**config.mk**
```make
export PLATFORM = sky130hd
export DESIGN_NAME = rsa_batch_ctrl_flat
export DESIGN_NICKNAME = d
export VERILOG_FILES = /design/src/rtl/rsa_batch_ctrl_if.sv /design/src/rtl/rsa_batch_ctrl.sv /design/src/flat_wrapper.sv
export SDC_FILE = /design/constraint.sdc
export NUM_CORES = 1
export LEC_CHECK = 0
export BUFFER_PORTS_ARGS = -buffer_cell sky130_fd_sc_hd__buf_2
export CAP_MARGIN = 20
export CELL_PAD_IN_SITES_DETAIL_PLACEMENT = 0
export CELL_PAD_IN_SITES_GLOBAL_PLACEMENT = 1
export CORE_MARGIN = 3
export CORE_UTILIZATION = 35
export CTS_BUF_LIST = sky130_fd_sc_hd__clkbuf_16
export DETAILED_ROUTE_END_ITERATION = 12
export GPL_TIMING_DRIVEN = 0
export PLACE_DENSITY = 0.71
export SETUP_SLACK_MARGIN = 0.5
export SLEW_MARGIN = 0
export SYNTH_ARGS = -nofsm -noshare
export SYNTH_HDL_FRONTEND = slang
export SYNTH_SLANG_ARGS = --single-unit
```
**constraint.sdc**
```tcl
create_clock -name clk -period 2.2 [get_ports clk]
set_input_delay 0.44 -clock clk [delete_from_list [all_inputs] [get_ports clk]]
set_output_delay 0.44 -clock clk [all_outputs]
set_load 0.02 [all_outputs]
```
**src/rtl/rsa_batch_ctrl_if.sv**
```systemverilog
// Host-load, core-control and result signals of the RSA batch sequencer.
// The master modport is the sequencer side; slave is the host/core side.
interface rsa_batch_ctrl_if #(
  parameter int unsigned DATA_W = 5,
  parameter int unsigned ADDR_W = 3
);
  logic              ld_valid;
  logic [DATA_W-1:0] ld_data;
  logic              ld_ready;
  logic              start;
  logic [DATA_W-1:0] pt;
  logic              wren;
  logic [ADDR_W-1:0] wraddr;
  logic              rden;
  logic [ADDR_W-1:0] rdaddr;
  logic              ds;
  logic [ADDR_W-1:0] rdaddr1;
  logic              e_d;
  logic              d_d;
  logic [DATA_W-1:0] cipher_text;
  logic [DATA_W-1:0] pt_org;
  logic              ct_valid;
  logic [DATA_W-1:0] ct_data;
  logic [ADDR_W-1:0] ct_idx;
  logic [ADDR_W:0]   err_cnt;
  logic              timeout;
  logic              busy;
  logic              done;

  modport master (
    input  ld_valid, ld_data, start, e_d, d_d, cipher_text, pt_org,
    output ld_ready, pt, wren, wraddr, rden, rdaddr, ds, rdaddr1,
           ct_valid, ct_data, ct_idx, err_cnt, timeout, busy, done
  );

  modport slave (
    output ld_valid, ld_data, start, e_d, d_d, cipher_text, pt_org,
    input  ld_ready, pt, wren, wraddr, rden, rdaddr, ds, rdaddr1,
           ct_valid, ct_data, ct_idx, err_cnt, timeout, busy, done
  );
endinterface

```
**src/rtl/rsa_batch_ctrl.sv**
```systemverilog
// Batch sequencer for the rsa core: buffers plaintexts, writes them to the core,
// then encrypts/decrypts each entry, streams ciphertexts and counts mismatches.
module rsa_batch_ctrl #(
  parameter int unsigned DATA_W  = 5,
  parameter int unsigned ADDR_W  = 3,
  parameter int unsigned DEPTH   = 8,
  parameter int unsigned TMO_CYC = 255
) (
  input  logic              clk,
  input  logic              rst,
  rsa_batch_ctrl_if.master  bus
);
  localparam int unsigned CW       = ADDR_W + 1;
  localparam logic [7:0]  TMO_LAST = 8'(TMO_CYC - 1);

  typedef enum logic [2:0] {IDLE, WR, ENC, DEC, REL, FIN} state_t;

  state_t            state, state_n;
  logic [CW-1:0]     count, idx, idx_inc;
  logic [7:0]        wcnt;
  logic [DATA_W-1:0] mem [DEPTH];
  logic              live, rdy, last, wait_end;
  logic              ld_take, st_take, tmo_hit;
  logic              ct_valid_q, timeout_q;
  logic [DATA_W-1:0] ct_data_q;
  logic [ADDR_W-1:0] ct_idx_q;
  logic [CW-1:0]     err_cnt_q;

  // live keeps ld_ready low while reset is held and rises on the first edge after release
  assign rdy      = live && (state == IDLE) && (count < CW'(DEPTH));
  assign idx_inc  = idx + 1'b1;
  assign last     = (idx_inc == count);
  assign wait_end = (wcnt == TMO_LAST);

  always_ff @(posedge clk or negedge rst) begin
    if (!rst) state <= IDLE;
    else      state <= state_n;
  end

  always_comb begin
    state_n     = state;
    ld_take     = 1'b0;
    st_take     = 1'b0;
    tmo_hit     = 1'b0;
    bus.ld_ready = rdy;
    bus.wren    = (state == WR);
    bus.pt      = (state == WR) ? mem[idx[ADDR_W-1:0]] : '0;
    bus.wraddr  = (state == WR) ? idx[ADDR_W-1:0] : '0;
    bus.rden    = (state == ENC) || (state == DEC);
    bus.rdaddr  = bus.rden ? idx[ADDR_W-1:0] : '0;
    bus.ds      = (state == DEC);
    bus.rdaddr1 = bus.ds ? idx[ADDR_W-1:0] : '0;
    bus.busy    = (state != IDLE) && (state != FIN);
    bus.done    = (state == FIN);
    case (state)
      IDLE: begin
        // a load offered alongside start wins; start is dropped that cycle
        if (bus.ld_valid && rdy) begin
          ld_take = 1'b1;
        end else if (bus.start && live) begin
          st_take = 1'b1;
          state_n = (count == '0) ? FIN : WR;
        end
      end
      WR:  if (last) state_n = ENC;
      ENC: begin
        if (bus.e_d)     state_n = DEC;
        else if (wait_end) begin tmo_hit = 1'b1; state_n = FIN; end
      end
      DEC: begin
        if (bus.d_d)     state_n = REL;
        else if (wait_end) begin tmo_hit = 1'b1; state_n = FIN; end
      end
      REL: begin
        if (!bus.e_d && !bus.d_d) state_n = last ? FIN : ENC;
        else if (wait_end) begin tmo_hit = 1'b1; state_n = FIN; end
      end
      FIN:     state_n = IDLE;
      default: state_n = IDLE;
    endcase
  end

  always_ff @(posedge clk) begin
    if (ld_take) mem[count[ADDR_W-1:0]] <= bus.ld_data;
  end

  always_ff @(posedge clk or negedge rst) begin
    if (!rst) begin
      live       <= 1'b0;
      count      <= '0;
      idx        <= '0;
      wcnt       <= '0;
      ct_valid_q <= 1'b0;
      ct_data_q  <= '0;
      ct_idx_q   <= '0;
      err_cnt_q  <= '0;
      timeout_q  <= 1'b0;
    end else begin
      live       <= 1'b1;
      ct_valid_q <= 1'b0;
      wcnt       <= (state_n != state) ? '0 : wcnt + 1'b1;
      if (tmo_hit) timeout_q <= 1'b1;
      case (state)
        IDLE: begin
          if (ld_take) count <= count + 1'b1;
          if (st_take) begin
            err_cnt_q <= '0;
            timeout_q <= 1'b0;
            idx       <= '0;
          end
        end
        WR:  idx <= last ? '0 : idx_inc;
        ENC: if (bus.e_d) begin
          ct_data_q  <= bus.cipher_text;
          ct_idx_q   <= idx[ADDR_W-1:0];
          ct_valid_q <= 1'b1;
        end
        DEC: if (bus.d_d && (bus.pt_org != mem[idx[ADDR_W-1:0]]) && (err_cnt_q < CW'(DEPTH)))
          err_cnt_q <= err_cnt_q + 1'b1;
        REL: if (!bus.e_d && !bus.d_d) idx <= idx_inc;
        FIN: begin
          count <= '0;
          idx   <= '0;
        end
        default: ;
      endcase
    end
  end

  assign bus.ct_valid = ct_valid_q;
  assign bus.ct_data  = ct_data_q;
  assign bus.ct_idx   = ct_idx_q;
  assign bus.err_cnt  = err_cnt_q;
  assign bus.timeout  = timeout_q;
endmodule

```
**src/flat_wrapper.sv**
```systemverilog
// flat-port wrapper written by rule: the top's interface ports become plain ports
module rsa_batch_ctrl_flat 
#(
  parameter int unsigned DATA_W  = 5,
  parameter int unsigned ADDR_W  = 3,
  parameter int unsigned DEPTH   = 8,
  parameter int unsigned TMO_CYC = 255
)
  (clk, rst, bus_ld_valid, bus_ld_data, bus_start, bus_e_d, bus_d_d, bus_cipher_text, bus_pt_org, bus_ld_ready, bus_pt, bus_wren, bus_wraddr, bus_rden, bus_rdaddr, bus_ds, bus_rdaddr1, bus_ct_valid, bus_ct_data, bus_ct_idx, bus_err_cnt, bus_timeout, bus_busy, bus_done);
  rsa_batch_ctrl_if #(.DATA_W(DATA_W), .ADDR_W(ADDR_W)) bus_i ();
  input  logic clk;
  input  logic rst;
  input wire logic [$bits(bus_i.ld_valid)-1:0] bus_ld_valid;
  input wire logic [$bits(bus_i.ld_data)-1:0] bus_ld_data;
  input wire logic [$bits(bus_i.start)-1:0] bus_start;
  input wire logic [$bits(bus_i.e_d)-1:0] bus_e_d;
  input wire logic [$bits(bus_i.d_d)-1:0] bus_d_d;
  input wire logic [$bits(bus_i.cipher_text)-1:0] bus_cipher_text;
  input wire logic [$bits(bus_i.pt_org)-1:0] bus_pt_org;
  output wire logic [$bits(bus_i.ld_ready)-1:0] bus_ld_ready;
  output wire logic [$bits(bus_i.pt)-1:0] bus_pt;
  output wire logic [$bits(bus_i.wren)-1:0] bus_wren;
  output wire logic [$bits(bus_i.wraddr)-1:0] bus_wraddr;
  output wire logic [$bits(bus_i.rden)-1:0] bus_rden;
  output wire logic [$bits(bus_i.rdaddr)-1:0] bus_rdaddr;
  output wire logic [$bits(bus_i.ds)-1:0] bus_ds;
  output wire logic [$bits(bus_i.rdaddr1)-1:0] bus_rdaddr1;
  output wire logic [$bits(bus_i.ct_valid)-1:0] bus_ct_valid;
  output wire logic [$bits(bus_i.ct_data)-1:0] bus_ct_data;
  output wire logic [$bits(bus_i.ct_idx)-1:0] bus_ct_idx;
  output wire logic [$bits(bus_i.err_cnt)-1:0] bus_err_cnt;
  output wire logic [$bits(bus_i.timeout)-1:0] bus_timeout;
  output wire logic [$bits(bus_i.busy)-1:0] bus_busy;
  output wire logic [$bits(bus_i.done)-1:0] bus_done;
  assign bus_i.ld_valid = bus_ld_valid;
  assign bus_i.ld_data = bus_ld_data;
  assign bus_i.start = bus_start;
  assign bus_i.e_d = bus_e_d;
  assign bus_i.d_d = bus_d_d;
  assign bus_i.cipher_text = bus_cipher_text;
  assign bus_i.pt_org = bus_pt_org;
  assign bus_ld_ready = bus_i.ld_ready;
  assign bus_pt = bus_i.pt;
  assign bus_wren = bus_i.wren;
  assign bus_wraddr = bus_i.wraddr;
  assign bus_rden = bus_i.rden;
  assign bus_rdaddr = bus_i.rdaddr;
  assign bus_ds = bus_i.ds;
  assign bus_rdaddr1 = bus_i.rdaddr1;
  assign bus_ct_valid = bus_i.ct_valid;
  assign bus_ct_data = bus_i.ct_data;
  assign bus_ct_idx = bus_i.ct_idx;
  assign bus_err_cnt = bus_i.err_cnt;
  assign bus_timeout = bus_i.timeout;
  assign bus_busy = bus_i.busy;
  assign bus_done = bus_i.done;
  rsa_batch_ctrl #(.DATA_W(DATA_W), .ADDR_W(ADDR_W), .DEPTH(DEPTH), .TMO_CYC(TMO_CYC)) u_core (.clk(clk), .rst(rst), .bus(bus_i));
endmodule
```
Word level (Yosys, flattened, before mapping)
Memory sizes are Yosys's and may differ from the RTL's.
Index checks and enable logic that the tools add are counted.
{ "totals": {"register_bits": 34, "ram_bits": 40, "out_inout_bits": 34, "n_memories": 1} }
{ "mem_list": {"columns": ["name", "depth", "word_bits", "read_ports", "rd_clocked_by_memory_dff", "write_ports", "line", "text"], "rows": [
  ["u_core.mem", 8, 5, 1, 0, 1, "rsa_batch_ctrl.sv:21", "logic [DATA_W-1:0] mem [DEPTH];"]
]} }
{ "classes": {"addsub": 4, "order_cmp": 2, "eq_ne": 14, "n_mux": 40, "n_reduce_logical": 21} }
{ "op_table": {"columns": ["cell", "count"], "rows": [
  ["$mux 3", 12],
  ["$mux 4", 5],
  ["$mux 1", 16],
  ["$pmux 4 s2", 2],
  ["$pmux 4 s4", 1],
  ["$pmux 3 s5", 1],
  ["$add 4x1->4 const B", 3],
  ["$add 8x1->8 const B", 1],
  ["$eq 8x8->1 const B", 1],
  ["$logic_and 1x1->1", 8],
  ["$lt 4x4->1 const B", 2],
  ["$mux 8", 1],
  ["$ne 2x1->1 const B", 4],
  ["$eq 3x2->1 const B", 2],
  ["$eq 3x3->1 const B", 2],
  ["$reduce_and 3->1", 2],
  ["$mux 5", 1],
  ["$ne 5x5->1", 1],
  ["$eq 4x4->1", 1],
  ["$logic_not 4->1", 1],
  ["$reduce_and 2->1", 2],
  ["$reduce_bool 2->1", 2],
  ["$reduce_bool 4->1", 1],
  ["$eq 3x1->1 const B", 1],
  ["7 further kinds", 8]
]} }

Logic depth before layout (Yosys ltp)
Gate-level depths: netlist (run 1).
{ "depth": {"word_depth": 8, "ltp_mapped": 10, "ltp_nobuf": 8} }

Worst setup path before layout (run 1)
Ideal clock, no wire load.
{ "synth_path": {"path_type": "register to register", "start": "reg u_core.state[1]", "end": "mem u_core.mem[1][0] (enable)", "setup_ns": 0.374, "t_arrival_ns": 1.712, "required_ns": 1.826, "slack_ns": 0.115, "stages_incl_launch_ff": 6, "n_path_buf": 1, "period_less_slack_ns": 2.085, "cell_sequence": "dfrtp_1 buf_2 nor4b_2 and2_1 nand3_1 nor3_1"} }
{ "synth_via": {"elab_chain_cells": 8} }
{ "synth_rtl": {"columns": ["item", "line", "text"], "rows": [
  ["start, declared", "rsa_batch_ctrl.sv:18", "state_t state, state_n;"],
  ["start signal, assigned", "rsa_batch_ctrl.sv:37", "else state <= state_n;"],
  ["$logic_not 3->1", "rsa_batch_ctrl.sv:30", "assign rdy = live && (state == IDLE) && (count < CW'(DEPTH));"],
  ["$logic_and 1x1->1 (2 in series)", "rsa_batch_ctrl.sv:30", null],
  ["named net bus_ld_ready", "flat_wrapper.sv:20", "output wire logic [$bits(bus_i.ld_ready)-1:0] bus_ld_ready;"],
  ["$logic_and 1x1->1", "rsa_batch_ctrl.sv:58", "if (bus.ld_valid && rdy) begin"],
  ["$mux 1", "rsa_batch_ctrl.sv:58", null],
  ["$mux 1", "rsa_batch_ctrl.sv:55", "case (state)"],
  ["$mux 1", "rsa_batch_ctrl.sv:84", "if (ld_take) mem[count[ADDR_W-1:0]] <= bus.ld_data;"],
  ["$mux 1 (implied by the code)", "rsa_batch_ctrl.sv:84", null],
  ["end, declared", "rsa_batch_ctrl.sv:21", null]
]} }
The timed path passes the listed nets, and every way through them passes these cells.

Final worst setup path (run 1)
{ "layout_path": {"start": "reg u_core.idx[0]", "end": "out bus_pt[0]"} }
{ "layout_via": {"elab_chain_cells": 2} }
{ "layout_rtl": {"columns": ["item", "line", "text"], "rows": [
  ["start, declared", "rsa_batch_ctrl.sv:19", "logic [CW-1:0] count, idx, idx_inc;"],
  ["start signal, assigned", "rsa_batch_ctrl.sv:112", "WR: idx <= last ? '0 : idx_inc;"],
  ["start signal, assigned", "rsa_batch_ctrl.sv:120", "REL: if (!bus.e_d && !bus.d_d) idx <= idx_inc;"],
  ["$mem_v2 8x5", null, null],
  ["$mux 5", "rsa_batch_ctrl.sv:47", "bus.pt = (state == WR) ? mem[idx[ADDR_W-1:0]] : '0;"],
  ["end, declared", "flat_wrapper.sv:21", "output wire logic [$bits(bus_i.pt)-1:0] bus_pt;"]
]} }
Every way passes these cells.

==> qor.txt, run 1 <==
Critical path peak fanout: 5
Seq/Total Area, Yosys: 58.1%
Crit path from: u_core.idx[0]
Commonest non-fill, non-tap cells in the layout: 44 x buf_6, 40 x edfxtp_1, 38 x buf_2
Fillers: 818
RSZ-0062 raised after global routing: yes
Mux cell area share after synthesis: 10.7%
Net switching share of the total power: 35.6%
Die height: 106 um
DR iter-0 viols: 142
Core area: 9770 um2
Reg clk slew, reported paths: 0.06 ns
Sink Count: 74
Post-route ant nets: 0
Clock power share: 23.8%
Post-Syn Area: 3530 um2
I/O pin count: 55
Final Cell Area: 5490 um2
CP endpoint kind: primary output
Clk root buf: clkbuf_16
Psw: 2.51 mW
Total track usage: 16.1%
Tmin final: 2.26 ns
M1 GR Usage: 21.3%
Cell variety after synth: 45
Leak: 2.30 nW
Internal: 4.54 mW
Grt peak-use layer: met2
First-pass GRT wire length: 14100 um
Antenna Cells: 0
Post-synthesis cell count: 294
Worst skew pair latency: 0.33 ns
Logic pwr share: 50.7%
Final Core Density: 56.1%
MaxCap Viol Count: 0
Largest family of logic cells by synthesized area: simple AND/OR/NAND/NOR gates
RR Startpoint: u_core.idx[0]
XOR/XNOR Fraction of Synth Area: 4.96%
Slew Limit Fails: 0
WS Path Type: reg2out
Pwr Density: 1290 nW/um2
Grt met3 use: 3.83%
CP Data Required Time: 1.76 ns
Share of flip-flops with an asynchronous set or reset: 45.9%
Largest net degree at the start of global routing: 35
Cts hold-fix bufs: 0
Worst Tran Pin Value: 0.776 ns
Final period util: 103%
Share of cells above drive strength 1: 52.2%
Data arrival time of the worst path: 1.82 ns
Path category of the worst min-delay check: in2async
DRC: 0
Synth top area share: 34.0%
Part of the power in registers: 25.5%
Max rail drop VDD: 597 uV
I/O Buffers: 54
Simple-gate area share of the yosys netlist: 15.8%
CTS tree: built
Initial Utilization: 36.2%
Setup total negative slack: -0.144 ns
Avg Cell Area, Syn: 12.0 um2
Vias per inst: 4.92
Die Area: 11300 um2
Outcome: finished, violations left
Number of synthesized flops with an enable pin: 40
Met2 Resource Use GR: 26.2%
Commonest non-fill, non-tap cell in the layout: buf_6
Post-synth net total: 321
H-Tree Depth: 3
Clock Skew: 0.00348 ns
Placement Cell Area: 4100 um2
Die X-Extent: 106 um
Drt pass-1 iters: 4
# rows: 36
Setup ws final: -0.0589 ns
Highest Clock Rate: 0.443 GHz
Synth Register Bits: 74
Synth warn: 0
Slew margin rel.: 48.3%
Total grt overflow: 0
Nets@finish: 434
Synthesis-to-finish area growth: 55.3%
Final wirelength: 9160 um
Routed len/inst: 16.8 um
Antenna violations before repair: 0
Main synth FF type: edfxtp_1
CP Launch Type: flip-flop
Vias in the first global route: 2614
Compound-Gate Fraction of Synth Area: 5.17%
Endpoints failing setup: 4
Synth area leaders: edfxtp_1 34%, dfrtp_1 24%, mux2i_1 4.5%
Synth area leader: edfxtp_1
DR vias: 2684
Hold Vio Cnt, Final: 0
Maximum clock insertion buffer count: 2
Adder-cell share of the synthesized area: 2.12%
CTS buffer count: 9
Failing checks: setup timing
HPWL after DPL: 5710 um
Power after layout: 7.05 mW
Routability cong.: 0.757
-- final timing paths --
check,cells after the start,slack (ns),to
setup / recovery,5,-0.06,bus_pt[0]
max in group asynchronous,1,1.47,u_core.idx[1]
hold reg to reg,1,0.50,u_core.bus.err_cnt[2]
hold / removal,1,0.18,u_core.bus.ct_data[1]
setup reg to reg,9,0.03,u_core.bus.err_cnt[0]
min in group clk,2,0.34,u_core.bus.ct_data[1]
-- area by class of cell --
cell class / count / area (um2) / share of cell area (%)
multi-input combinational: 196 / 1800 / 32.9
inverter: 9 / 53.8 / 0.980
clock inverter: 5 / 76.3 / 1.39
tap: 133 / 166 / 3.03
timing repair buffer: 102 / 875 / 15.9
clock buffer: 11 / 275 / 5.02
sequential: 74 / 2050 / 37.4
buffer: 15 / 184 / 3.35
-- cells by family (layout without fill, tap and decap cells) --
logic type,Yosys count,after routing
simple gates,110,110
xor+xnor,20,20
buf+inv,24,142
other cells,1,1
flops,74,74
compound gates,29,29
fa+ha+maj,6,6
mux,30,30
-- metal layers --
metal | part of all wire (%) | wire length (um)
met1 | 44 | 3990
met5 | 0 | 0
met3 | 4.8 | 436
met2 | 50 | 4580
met4 | 1.7 | 152
-- cell usage after synthesis (2+ instances only) --
master and count:
edfxtp_1 40, dfrtp_1 34, nor2_1 31, nand2_1 20, nand3_1 19, mux2i_1 16
xor2_1 11, clkbuf_1 9, inv_1 9, mux2_2 9, xnor2_1 9, a21oi_1 8
and2_1 8, o21ai_0 8, nor3_1 7, and3_1 6, ha_1 6, a22oi_1 4
buf_2 4, mux4_1 3, nand4_1 3, a22o_1 2, and4_1 2, buf_6 2
nand2b_1 2, nor2b_1 2, or3_1 2
-- state kept, by name (all words and copies together), names as in the netlist, 3 cells and up --
| register | flops |
|---|---|
| u_core.count | 4 |
| u_core.bus.ct_data | 5 |
| u_core.bus.ct_idx | 3 |
| u_core.mem | 40 |
| u_core.idx | 4 |
| u_core.state | 3 |
| u_core.bus.err_cnt | 4 |
| u_core.wcnt | 8 |
-- power groups by stage --
stage | logic, mW | registers [mW] | clock network (mW)
global route | 3.83 | 1.82 | 1.77
detailed placement | 2.16 | 1.84 | 0
CTS | 3.18 | 1.79 | 1.70
floorplan | 1.53 | 1.90 | 0
finish | 3.58 | 1.80 | 1.68
global placement | 2.14 | 1.82 | 0
-- per-stage QoR --
stage / cells / hold slack (ns) / setup slack [ns]
2_1_floorplan: 294 / 0.144 / 0.319
6_report: 545 / 0.182 / -0.0589
4_1_cts: 530 / 0.210 / -0.0601
5_1_grt: 545 / 0.241 / -0.113
3_3_place_gp: 481 / 0.486 / -0.211
3_5_place_dp: 481 / 0.489 / -0.223
-- worst max-delay path: stages, from the launching register on --
cell and delay [ns]:
dfrtp_1 0.38, buf_6 0.16, mux4_2 0.54, mux2i_4 0.22, nor2_2 0.06, buf_6 0.13
-- what timing repair did --
item / 4_1_cts / 5_1_grt
setup buffers: 33 / 15
pin swaps: 28 / 23
setup endpoints to repair: 88 / 92
gates resized for setup: 112 / 51
No activity file was read; power rests on OpenSTA's default activity.
==> run 2: changes to the inputs <==
Settings changed: CORE_ASPECT_RATIO set to 0.6.
==> qor.txt, run 2 (synthesis gave the netlist of run 1 again) <==
H-Tree Depth: 3 (unchanged)
Grt met3 use: 3.67% (was 3.83%)
Die X-Extent: 136 um (was 106 um)
RR Startpoint: u_core.idx[0] (unchanged)
FF-to-FF End: u_core.bus.err_cnt[0] (unchanged)
Commonest non-fill, non-tap cells in the layout: 40 x edfxtp_1, 39 x buf_2, 37 x buf_6 (was 44 x buf_6, 40 x edfxtp_1, 38 x buf_2)
Final wirelength: 9270 um (was 9160 um)
Worst hold slack: 0.190 ns (was 0.182 ns)
Leak: 2.25 nW (was 2.30 nW)
Clk root buf: clkbuf_16 (unchanged)
Critical path peak fanout: 5 (unchanged)
Outcome: finished, violations left (unchanged)
CTS buffer count: 9 (unchanged)
Worst Tran Pin Value: 0.796 ns (was 0.776 ns)
Sink Count: 74 (unchanged)
Clock Skew: 0.0112 ns (was 0.00348 ns)
Max FFs per register: 40 (unchanged)
RSZ-0062 raised after global routing: yes (unchanged)
Antenna Cells: 0 (unchanged)
I/O Buffers: 54 (unchanged)
Fin cells: 541 (was 545)
Drt pass-1 iters: 4 (unchanged)
Fillers: 779 (was 818)
Max rail drop VDD: 554 uV (was 597 uV)
Max stage delay cell, worst path: mux4_2 (unchanged)
Failing checks: setup timing (unchanged)
DR iter-0 viols: 190 (was 142)
Met2 Resource Use GR: 22.6% (was 26.2%)
Post-route ant nets: 0 (unchanged)
Die Area: 11400 um2 (was 11300 um2)
Path category of the worst min-delay check: in2async (unchanged)
Largest net degree at the start of global routing: 35 (unchanged)
HPWL after DPL: 6070 um (was 5710 um)
Grt peak-use layer: met1 (was met2)
M1 GR Usage: 26.2% (was 21.3%)
Reg2Reg Depth: 9 (unchanged)
Vias per inst: 4.93 (was 4.92)
Highest Clock Rate: 0.438 GHz (was 0.443 GHz)
Pwr Density: 1280 nW/um2 (was 1290 nW/um2)
Worst skew pair latency: 0.33 ns (about the same)
DR vias: 2666 (was 2684)
Routed len/inst: 17.1 um (was 16.8 um)
Crit-path cells: buf_6 -> mux4_2 -> mux2i_4 -> nor2_1 -> buf_2 (was buf_6 -> mux4_2 -> mux2i_4 -> nor2_2 -> buf_6)
Tmin final: 2.28 ns (was 2.26 ns)
MaxCap Viol Count: 0 (unchanged)
Total track usage: 16.6% (was 16.1%)
Data arrival time of the worst path: 1.84 ns (was 1.82 ns)
Setup ws final: -0.0833 ns (was -0.0589 ns)
Nets@finish: 433 (was 434)
Slew Limit Fails: 0 (unchanged)
I/O pin count: 55 (unchanged)
Maximum clock insertion buffer count: 2 (unchanged)
Die height: 83.8 um (was 106 um)
Setup total negative slack: -0.133 ns (was -0.144 ns)
CP Launch Type: flip-flop (unchanged)
Reg clk slew, reported paths: 0.07 ns (was 0.06 ns)
Total grt overflow: 0 (unchanged)
WS Path Type: reg2out (unchanged)
# rows: 27 (was 36)
Reg-to-reg slack, setup: 0.02 ns (was 0.03 ns)
Endpoints failing setup: 4 (unchanged)
First-pass GRT wire length: 14500 um (was 14100 um)
Core area: 9490 um2 (was 9770 um2)
Synthesis-to-finish area growth: 51.3% (was 55.3%)
Commonest non-fill, non-tap cell in the layout: edfxtp_1 (was buf_6)
Share of cells above drive strength 1: 49.1% (was 52.2%)
Placed insts: 478 (was 481)
DRC: 0 (unchanged)
Crit path largest cell delay: 0.53 ns (was 0.54 ns)
Antenna violations before repair: 0 (unchanged)
Final period util: 104% (was 103%)
CTS tree: built (unchanged)
Initial Utilization: 37.2% (was 36.2%)
Hold Vio Cnt, Final: 0 (unchanged)
Power after layout: 6.82 mW (was 7.05 mW)
CP endpoint kind: primary output (unchanged)
Routability cong.: 0.842 (was 0.757)
Slew margin rel.: 46.9% (was 48.3%)
Vias in the first global route: 2583 (was 2614)
CP Data Required Time: 1.76 ns (about the same)
run 2: changes by cell type in the layout (fill, tap and decap cells not counted), sizes merged:
| cell | before | now |
|---|---|---|
| buf | 111 | 110 |
| clkbuf | 17 | 15 |
| clkinv | 3 | 5 |
run 2: cell type report:
type | count | area (um2) | area share, %
buffer | 15 | 190 | 3.56
clock buffer | 9 | 225 | 4.21
clock inverter | 7 | 103 | 1.92
inverter | 9 | 53.8 | 1.01
multi-input combinational | 196 | 1720 | 32.2
sequential | 74 | 2050 | 38.4
tap | 130 | 163 | 3.04
timing repair buffer | 101 | 840 | 15.7
run 2: worst max-delay path by stage:
stage,start,endpoint,slack (ns),depth (start not counted)
finish,u_core.idx[0],bus_pt[3],-0.08,5
global route,u_core.idx[0],bus_pt[3],-0.15,5
CTS,u_core.idx[0],bus_pt[3],-0.08,5
detailed placement,u_core.idx[2],u_core.bus.err_cnt[0],-0.28,8
global placement,u_core.idx[2],u_core.bus.err_cnt[0],-0.25,8
floorplan,u_core.idx[0],u_core.bus.err_cnt[0],0.32,8
run 2: metrics by stage:
step           setup slack (ns)  util (%)  area (um2)
3_3_place_gp             -0.254      43.1        4100
4_1_cts                 -0.0784      53.2        5050
2_1_floorplan             0.319         -        3660
5_1_grt                  -0.145      56.3        5350
3_5_place_dp             -0.276      43.1        4100
6_report                -0.0833      56.3        5350
run 2: layer usage:
metal | vias to the layer above | routed length [um]
li1 | 1276 | -
met1 | 1286 | 4650
met2 | 97 | 3830
met3 | 7 | 722
met4 | 0 | 68
met5 | - | 0
run 2: report_power, final:
part	switching [mW]	leakage, nW	internal (mW)
combinational	1.77	1.28	1.66
sequential	0.129	0.809	1.67
clock	0.586	0.161	1.00
run 2: critical path, delay by kind of cell, from the launching register on:
family / cells / cell delay, ns
multiplexers: 2 / 0.77
buffers and inverters: 2 / 0.31
AND/OR/NAND/NOR: 1 / 0.06
flip-flops: 1 / 0.37
run 2: what timing repair did:
| item | 4_1_cts | 5_1_grt |
|---|---|---|
| gates resized for setup | 101 | 42 |
| setup endpoints to repair | 88 | 88 |
| buffers inserted | 29 | 17 |
| hold buffers | 0 | 0 |
| pin swaps | 23 | 23 |
| gates cloned | 0 | 1 |
